## src/rtl/riscv_register_file_sb.sv

```systemverilog
// Integer/FP register file with multiple combinational read ports, two write ports and a
// per-register busy scoreboard that tracks destinations of long-latency operations.
module riscv_register_file_sb #(
    parameter int BANK_AW    = 5,
    parameter int DATA_WIDTH = 32,
    parameter int FPU        = 0,
    parameter int NUM_RPORTS = 3,
    parameter int BYPASS     = 1,
    localparam int ADDR_WIDTH = BANK_AW + FPU,
    localparam int NUM_TOT    = 2 ** ADDR_WIDTH,
    localparam int CNT_W      = $clog2(NUM_TOT) + 1
) (
    input  logic                             clk,
    input  logic                             rst_n,
    input  logic [NUM_RPORTS*ADDR_WIDTH-1:0] raddr_i,
    output logic [NUM_RPORTS*DATA_WIDTH-1:0] rdata_o,
    output logic [NUM_RPORTS-1:0]            rbusy_o,
    input  logic [ADDR_WIDTH-1:0]            waddr_a_i,
    input  logic [DATA_WIDTH-1:0]            wdata_a_i,
    input  logic                             we_a_i,
    input  logic [ADDR_WIDTH-1:0]            waddr_b_i,
    input  logic [DATA_WIDTH-1:0]            wdata_b_i,
    input  logic                             we_b_i,
    input  logic                             sb_set_i,
    input  logic [ADDR_WIDTH-1:0]            sb_addr_i,
    input  logic                             flush_i,
    output logic [CNT_W-1:0]                 sb_cnt_o
);

    logic [NUM_TOT-1:0][DATA_WIDTH-1:0] rf_words;
    logic [NUM_TOT-1:0]                 busy_reg;
    logic [NUM_TOT-1:0]                 busy_next;
    logic [CNT_W-1:0]                   sb_cnt_reg;
    logic [CNT_W-1:0]                   sb_cnt_next;

    // Storage needs async reset and 0-cycle reads, so each word is a plain flop register.
    // Address 0 is the hardwired integer zero register and has no storage at all.
    genvar gi;
    generate
        for (gi = 0; gi < NUM_TOT; gi++) begin : g_word
            if (gi == 0) begin : g_zero
                assign rf_words[gi]  = '0;
                assign busy_next[gi] = 1'b0;
            end else begin : g_reg
                logic [DATA_WIDTH-1:0] word_reg;
                logic                  sel_a;
                logic                  sel_b;
                logic                  set_hit;

                assign sel_a   = we_a_i   && (waddr_a_i == ADDR_WIDTH'(gi));
                assign sel_b   = we_b_i   && (waddr_b_i == ADDR_WIDTH'(gi));
                assign set_hit = sb_set_i && (sb_addr_i == ADDR_WIDTH'(gi));

                always_ff @(posedge clk or negedge rst_n) begin
                    if (!rst_n) begin
                        word_reg <= '0;
                    end else if (sel_b) begin
                        word_reg <= wdata_b_i;
                    end else if (sel_a) begin
                        word_reg <= wdata_a_i;
                    end
                end

                assign rf_words[gi] = word_reg;

                // A new producer issued in the same cycle as the old one retires keeps the bit set.
                assign busy_next[gi] = flush_i ? 1'b0 :
                                       set_hit ? 1'b1 :
                                       sel_b   ? 1'b0 : busy_reg[gi];
            end
        end
    endgenerate

    logic set_eff;
    logic clr_eff;
    logic cnt_inc;
    logic cnt_dec;

    assign set_eff = sb_set_i && (sb_addr_i != '0);
    assign clr_eff = we_b_i && (waddr_b_i != '0) && !(set_eff && (sb_addr_i == waddr_b_i));
    assign cnt_inc = set_eff && !busy_reg[sb_addr_i];
    assign cnt_dec = clr_eff && busy_reg[waddr_b_i];

    always_comb begin
        sb_cnt_next = sb_cnt_reg;
        if (flush_i) begin
            sb_cnt_next = '0;
        end else begin
            sb_cnt_next = sb_cnt_reg + CNT_W'(cnt_inc) - CNT_W'(cnt_dec);
        end
    end

    always_ff @(posedge clk or negedge rst_n) begin
        if (!rst_n) begin
            busy_reg   <= '0;
            sb_cnt_reg <= '0;
        end else begin
            busy_reg   <= busy_next;
            sb_cnt_reg <= sb_cnt_next;
        end
    end

    assign sb_cnt_o = sb_cnt_reg;

    generate
        for (gi = 0; gi < NUM_RPORTS; gi++) begin : g_rport
            logic [ADDR_WIDTH-1:0] rd_addr;
            logic [DATA_WIDTH-1:0] rd_data;
            logic                  rd_busy;

            assign rd_addr = raddr_i[gi*ADDR_WIDTH +: ADDR_WIDTH];

            if (BYPASS != 0) begin : g_bypass
                logic hit_a;
                logic hit_b;

                assign hit_a = we_a_i && (waddr_a_i == rd_addr);
                assign hit_b = we_b_i && (waddr_b_i == rd_addr);

                // Port B is checked last so it overrides A, matching write priority.
                always_comb begin
                    rd_data = rf_words[rd_addr];
                    rd_busy = busy_reg[rd_addr] && !hit_b;
                    if (hit_a) begin
                        rd_data = wdata_a_i;
                    end
                    if (hit_b) begin
                        rd_data = wdata_b_i;
                    end
                    if (rd_addr == '0) begin
                        rd_data = '0;
                        rd_busy = 1'b0;
                    end
                end
            end else begin : g_direct
                always_comb begin
                    rd_data = rf_words[rd_addr];
                    rd_busy = busy_reg[rd_addr];
                    if (rd_addr == '0) begin
                        rd_data = '0;
                        rd_busy = 1'b0;
                    end
                end
            end

            assign rdata_o[gi*DATA_WIDTH +: DATA_WIDTH] = rd_data;
            assign rbusy_o[gi]                          = rd_busy;
        end
    endgenerate

endmodule

```

## config.mk

```make
export PLATFORM = sky130hd
export DESIGN_NAME = riscv_register_file_sb
export DESIGN_NICKNAME = d
export VERILOG_FILES = /design/src/rtl/riscv_register_file_sb.sv
export SDC_FILE = /design/constraint.sdc
export NUM_CORES = 2
export LEC_CHECK = 0
export CAP_MARGIN = 10
export CORE_MARGIN = 5
export CORE_UTILIZATION = 53
export DETAILED_ROUTE_END_ITERATION = 8
export HOLD_SLACK_MARGIN = 0.12
export PLACE_DENSITY = 0.7
export SLEW_MARGIN = 20
export SYNTH_ARGS = -nofsm -noshare
export SYNTH_HDL_FRONTEND = slang
export SYNTH_SLANG_ARGS = --single-unit
```

## constraint.sdc

```tcl
create_clock -name clk -period 3.3 [get_ports clk]
set_clock_uncertainty 0.05 [all_clocks]
set_input_delay 0.66 -clock clk [delete_from_list [all_inputs] [get_ports clk]]
set_output_delay 0.66 -clock clk [all_outputs]
set_load 0.005 [all_outputs]
```

# [Word-level counts from Yosys, hierarchy flattened]
# Index checks and enable logic that the tools add are counted.
[totals] reg_bits=1029 inputBits=100 romBits=0 ram_bits=0 elab_cells=534 output_inout_bits=105 memories=0 latchBits=0
[op_classes] muxes=184 multipliers=0 n_lt_le_gt_ge=5 div=0 n_eq_ne=100 reduce_logical=180 bitwise_logic=0 n_addsub=2 shift=0
[ops] op="32-bit two-way mux" n=74
[ops] op="32-bit binary-select mux with 5-bit select" n=3
[ops] op="5-bit equality test, second input constant" n=48
[ops] op="5-bit by 4-bit equality test with 1-bit output, second input constant" n=24
[ops] op="1-bit logical AND" n=108
[ops] op="1-bit two-way mux" n=101
[ops] op="3-bit nonzero test" n=31
[ops] op="2-bit nonzero test" n=31
[ops] op="5-bit by 3-bit equality test with 1-bit output, second input constant" n=12
[ops] op="5-bit equality test" n=7
[ops] op="5-bit by 2-bit equality test with 1-bit output, second input constant" n=6
[ops] op="5-bit by 6-bit less-than comparator with 1-bit output, second input constant" n=5
[ops] op="1-bit binary-select mux with 5-bit select" n=5
[ops] op="5-bit by 1-bit equality test with 1-bit output, second input constant" n=3
[ops] op="5-bit logical NOT" n=3
[ops] op="5-bit nonzero test" n=2
[ops] op="6-bit by 1-bit adder with 6-bit output" n=1
[ops] op="6-bit two-way mux" n=1
[ops] op="6-bit by 1-bit subtractor with 6-bit output" n=1
[ops] op="1-bit logical NOT" n=5

# [Logic depth before layout (Yosys ltp)]
[logic_depth] ltp_word=8 mapped_depth=16 depth_no_buf=14

# [Worst setup path after synthesis]
# Ideal clock, no wire load.
[synth_path] path_kind="input to register" from="input sb_addr_i[0]" to="register sb_cnt_reg[4], in the netlist sb_cnt_o[4]" arrival_time_ns=3.651 t_required_ns=3.118 n_path_buf=1 path_stages=14 setup_slack_ns=-0.533 setup_time_ns=0.132 path_cell_list="clkbuf_1 -> mux4_2 -> mux4_2 -> a21oi_1 -> nand2_1 -> ha_1 -> inv_1 -> ha_1 -> fa_1 -> a21oi_1 -> nor2_1 -> nor2_1 -> xor2_1 -> nor2_1"
[synth_via] elab_chain_len=8 word_cells_on_any_way=14 classes_between="2 x add/sub; 1 x eq/ne; 3 x mux; 8 x reduce/logical"
[synth_lines] element="from (decl)" line_no="25" text="input logic [ADDR_WIDTH-1:0] sb_addr_i,"
[synth_lines] element="branches (longest 6 deep; another with 6-bit by 1-bit adder with 6-bit output)"
[synth_lines] element="6-bit by 1-bit subtractor with 6-bit output (*)" line_no="89" text="sb_cnt_next = sb_cnt_reg + CNT_W'(cnt_inc) - CNT_W'(cnt_dec);"
[synth_lines] element="6-bit two-way mux (*)" line_no="86" text="if (flush_i) begin"
[synth_lines] element="net sb_cnt_next[4]" line_no="34" text="logic [CNT_W-1:0] sb_cnt_next;"
[synth_lines] element="to (signal assigned)" line_no="99" text="sb_cnt_reg <= sb_cnt_next;"
[synth_lines] element="to (decl)" line_no="33" text="logic [CNT_W-1:0] sb_cnt_reg;"
# Mark *: on every way through the listed nets, which the timed path passes. The select of a mux whose other input is x is not followed.
# A chain may end at the register's enable or synchronous reset.

# [Worst setup path after layout]
[layout_path] from="input raddr_i[0]" to="output rdata_o[11]"
[layout_via] elab_chain_len=5 word_cells_on_any_way=10 classes_between="2 x eq/ne; 5 x mux; 3 x reduce/logical"
[layout_lines] element="from (decl)" line_no="15" text="input logic [NUM_RPORTS*ADDR_WIDTH-1:0] raddr_i,"
[layout_lines] element="32-bit binary-select mux with 5-bit select / 5-bit equality test (equally long branches)" line_no="122, 117"
[layout_lines] element="32-bit two-way mux (implied by the code) / 1-bit logical AND (equally long branches)" line_no="122, 117"
[layout_lines] element="32-bit two-way mux" line_no="124" text="if (hit_a) begin"
[layout_lines] element="32-bit two-way mux" line_no="127" text="if (hit_b) begin"
[layout_lines] element="32-bit two-way mux (*)" line_no="130" text="if (rd_addr == '0) begin"
[layout_lines] element="to (decl)" line_no="16" text="output logic [NUM_RPORTS*DATA_WIDTH-1:0] rdata_o,"
# Every way passes the cells marked *; elsewhere a longest branch is shown, timed or not. The select of a mux whose other input is x is not followed.

==> summary.md <==
| Metric | Value |
|---|---|
| Clock tree root buffer cell | `clkbuf_16` |
| Area Growth Syn to Fin | `31.90%` |
| FILL cells | `approximately 10,000` |
| Worst-path cell chain | `buf_16 -> buf_12 -> buf_12 -> buf_12 -> buf_8 -> mux4_2 -> mux4_2 -> nor2_4 -> o31ai_4 -> buf_2` |
| Area leader, netlist | `dfrtp_1` |
| Total track usage | `between 40% and 50%` |
| First-pass GRT wire length | `539,300 microns` |
| IO Count | `around 200` |
| Max Clock Freq | `about 270 MHz` |
| Clock buffer count from CTS | `120` |
| Final hold vios | `0` |
| Number of global-route vias before repair | `74,100` |
| Initial Util | `a little over half` |
| Crit Path Class | `in2out` |
| Initial antenna violation count | `15` |
| Synthesis-stage register bit count | `about 1,000` |
| Routed via count | `slightly below 80,000` |
| Failing checks | `setup timing` |
| RSZ-0062 raised after global routing | `true` |
| Clock power share | `27.1%` |
| Post-layout power | `~52 mW` |
| Power Internal | `roughly 34 mW` |
| Pwr dens | `between 500 and 600 nW/um^2` |
| Synth cell types | `about 60` |
| Slowest CP cell | `mux4_2` |
| Fin Setup TNS | `-16.48 ns` |
| Ys Warns | `0` |
| Minimum clock period | `between 3 and 4 ns` |
| GPL Wtd Cong | `roughly 1` |
| Clock sinks | `1,029` |
| Worst-Margin Slew | `about 0.86 ns` |
| Switching Fraction | `34.92%` |
| Top cell by count, worst path | `buf_12` |
| Layout Nets | `8,361` |
| Register area share after synthesis | `33.79%` |
| CTS max path bufs | `3` |
| Share of cells above drive strength 1 | `between 30 and 40%` |
| Top cell type's share of synthesized area | `roughly 34%` |
| Logic pwr share | `between 30% and 40%` |
| Largest net degree at the start of global routing | `93` |
| Total wire length | `roughly 390,000 microns` |
| Die ar. | `around 150,000 sq um` |
| Mean number of vias per cell | `7.548` |
| Syn Nets | `7,574` |
| Top cells by area, synth | `dfrtp_1 (34%), mux4_2 (19%), mux2i_1 (17%)` |
| Critical Path AT | `between 2 and 3 ns` |
| CP Capture Type | `primary output` |
| Maximum vdd drop | `just over 0.5 mV` |
| Synthesized instance count | `roughly 7,500` |
| Clk Latency, worst-skew pair | `0.79 ns` |
| Most frequent cells in the layout | `mux2i_1 (1,248), dfrtp_1 (1,023), buf_4 (823)` |
| Drt drc | `0` |
| Die W | `389.2 microns` |
| Worst path max stage delay | `roughly 0.59 ns` |
| Detail Route Antenna Nets | `0` |
| Ys async rst share | `between 90% and 100%` |
| DR WL/cell | `about 38 microns` |
| Ys flop type | `dfrtp_1` |
| Post-synth EDFFs | `0` |
| Max-cap violations | `0` |
| Worst-path clk slew | `~0.070 ns` |
| Most common cell after layout, fill and taps aside | `mux2i_1` |
| CTS tree | `done` |
| Die Span Y | `between 300 and 400 microns` |
| Crit Path Max Fanout | `7` |
| WP data required | `2.59 ns` |
| # setup viols final | `96` |
| Psw | `around 18 mW` |
| Min setup slack post-route | `-0.3707 ns` |
| Rel. slew slack | `a little over two fifths` |
| Port-buffer cells | `204` |
| Cell Area, Synth | `about 76,000 sq um` |
| CP startpoint kind | `input port` |
| Period utilisation layout | `111.2%` |
| Drt initial violations | `roughly 15,000` |
| GR Overflow Total | `0` |
| DRT Pass-1 Iters | `8` |
| CTS H-tree lvls | `3` |
| Status | `finished, violations left` |
| Final HPWL DP | `roughly 240,000 microns` |
| Max Slew Vio Count | `0` |
| Hold Path Class | `in2async` |
| Pleak | `43.34 nW` |
| Max reg flops | `a little under 1,000` |
| Core Area | `around 140,000 sq um` |
| Core Rows | `roughly 140` |
| Avg Inst Size Synth | `roughly 10 sq um` |
| Flop pwr share | `37.1%` |
-- power by group through the flow --
stage	combinational (mW)	clock (mW)	sequential, mW
after floorplan	10.7	0	18.2
after global placement	15.5	0	19.2
after detailed placement	15.9	0	19.4
after CTS	17.3	14.1	19.2
after global routing	19.6	14.6	19.8
final	18.8	14.2	19.5
-- critical path, delay by kind of cell --
| kind | cells | cell delay, ns |
|---|---|---|
| simple gates | 1 | 0.24 |
| mux | 2 | 1.09 |
| buf+inv | 6 | 0.80 |
| compound gates | 1 | 0.12 |
-- Yosys cell counts (7+ instances only) --
cell type,n
buf_1,111
nand2b_1,39
o22ai_1,25
xnor2_1,18
a21boi_0,30
o21ai_1,7
buf_4,37
buf_2,231
o31ai_1,15
o311a_1,11
o221ai_1,11
nor2_1,623
a31oi_1,7
a211oi_1,36
and3_1,12
mux2i_1,1268
o32ai_1,16
nand4_1,14
inv_1,17
xor2_1,22
a32oi_1,27
o211ai_1,17
clkbuf_1,567
nor4_1,9
mux2_2,187
nor2b_1,80
mux4_2,646
a22o_1,36
dfrtp_1,1029
o21ai_0,647
a221oi_1,41
a211o_1,21
nand2_1,657
a22oi_1,130
nor3_1,35
o2111ai_1,7
nand3_1,97
a21oi_1,644
-- worst paths after layout --
kind	from	endpoint	slack, ns	cells after the start
hold reg to reg	g_word[3].g_reg.word_reg[13]	g_word[3].g_reg.word_reg[13]	0.57	2
setup reg to reg	busy_reg[1]	sb_cnt_o[4]	0.02	14
hold / removal	rst_n	busy_reg[14]	0.39	2
max in group asynchronous	rst_n	g_word[18].g_reg.word_reg[30]	1.70	3
setup / recovery	raddr_i[0]	rdata_o[11]	-0.37	10
min in group clk	g_word[3].g_reg.word_reg[13]	g_word[3].g_reg.word_reg[13]	0.57	2
-- layer usage --
layer  vias to the layer above  part of all wire, %  GRT usage, %
met2                      8127                   38         63.74
met3                      2592                   20         28.87
met5                         -                0.069        0.8612
met1                     37470                   32         59.30
met4                        14                   10         37.35
li1                      29310                    -             -
-- layout make-up --
cell class / count / area [sq um] / area share (%)
clock buffer: 175 / 3575 / 3.556
multi-input combinational: 5468 / 49640 / 49.39
antenna: 17 / 42.54 / 0.04232
clock inverter: 42 / 490.5 / 0.4880
sequential: 1029 / 25760 / 25.63
tap: 1903 / 2381 / 2.369
timing repair buffer: 1617 / 18560 / 18.46
inverter: 18 / 67.56 / 0.06722
-- repair_timing --
item,CTS,global route
gates resized for setup,1120,344
buffers inserted,305,130
pin swaps,208,217
gates cloned,31,9
hold endpoints to repair,30,0
endpoints found under the setup margin,101,101
hold buffers,1,0
-- cell families after synthesis --
group	share of synthesized area (%)
mux	38.51
compound gates	13.11
simple gates	8.613
flops	33.79
buf+inv	5.398
xor+xnor	0.4597
fa+ha+maj	0.1248
-- metrics by stage --
step / hold slack [ns] / setup WS (ns) / util, % / cells / instance area (sq um)
after global placement: 0.5227 / -1.523 / 61.72 / 9638 / 88450
after CTS: 0.3888 / -0.2987 / 68.67 / 10160 / 98410
after global routing: 0.4291 / -0.3133 / 70.11 / 10250 / 100500
after detailed placement: 0.5333 / -1.480 / 61.72 / 9638 / 88450
after floorplan: 0.3144 / -0.1952 / - / 7467 / 76250
final: 0.3945 / -0.3707 / 70.14 / 10270 / 100500
(Power assumes the default switching activity.)
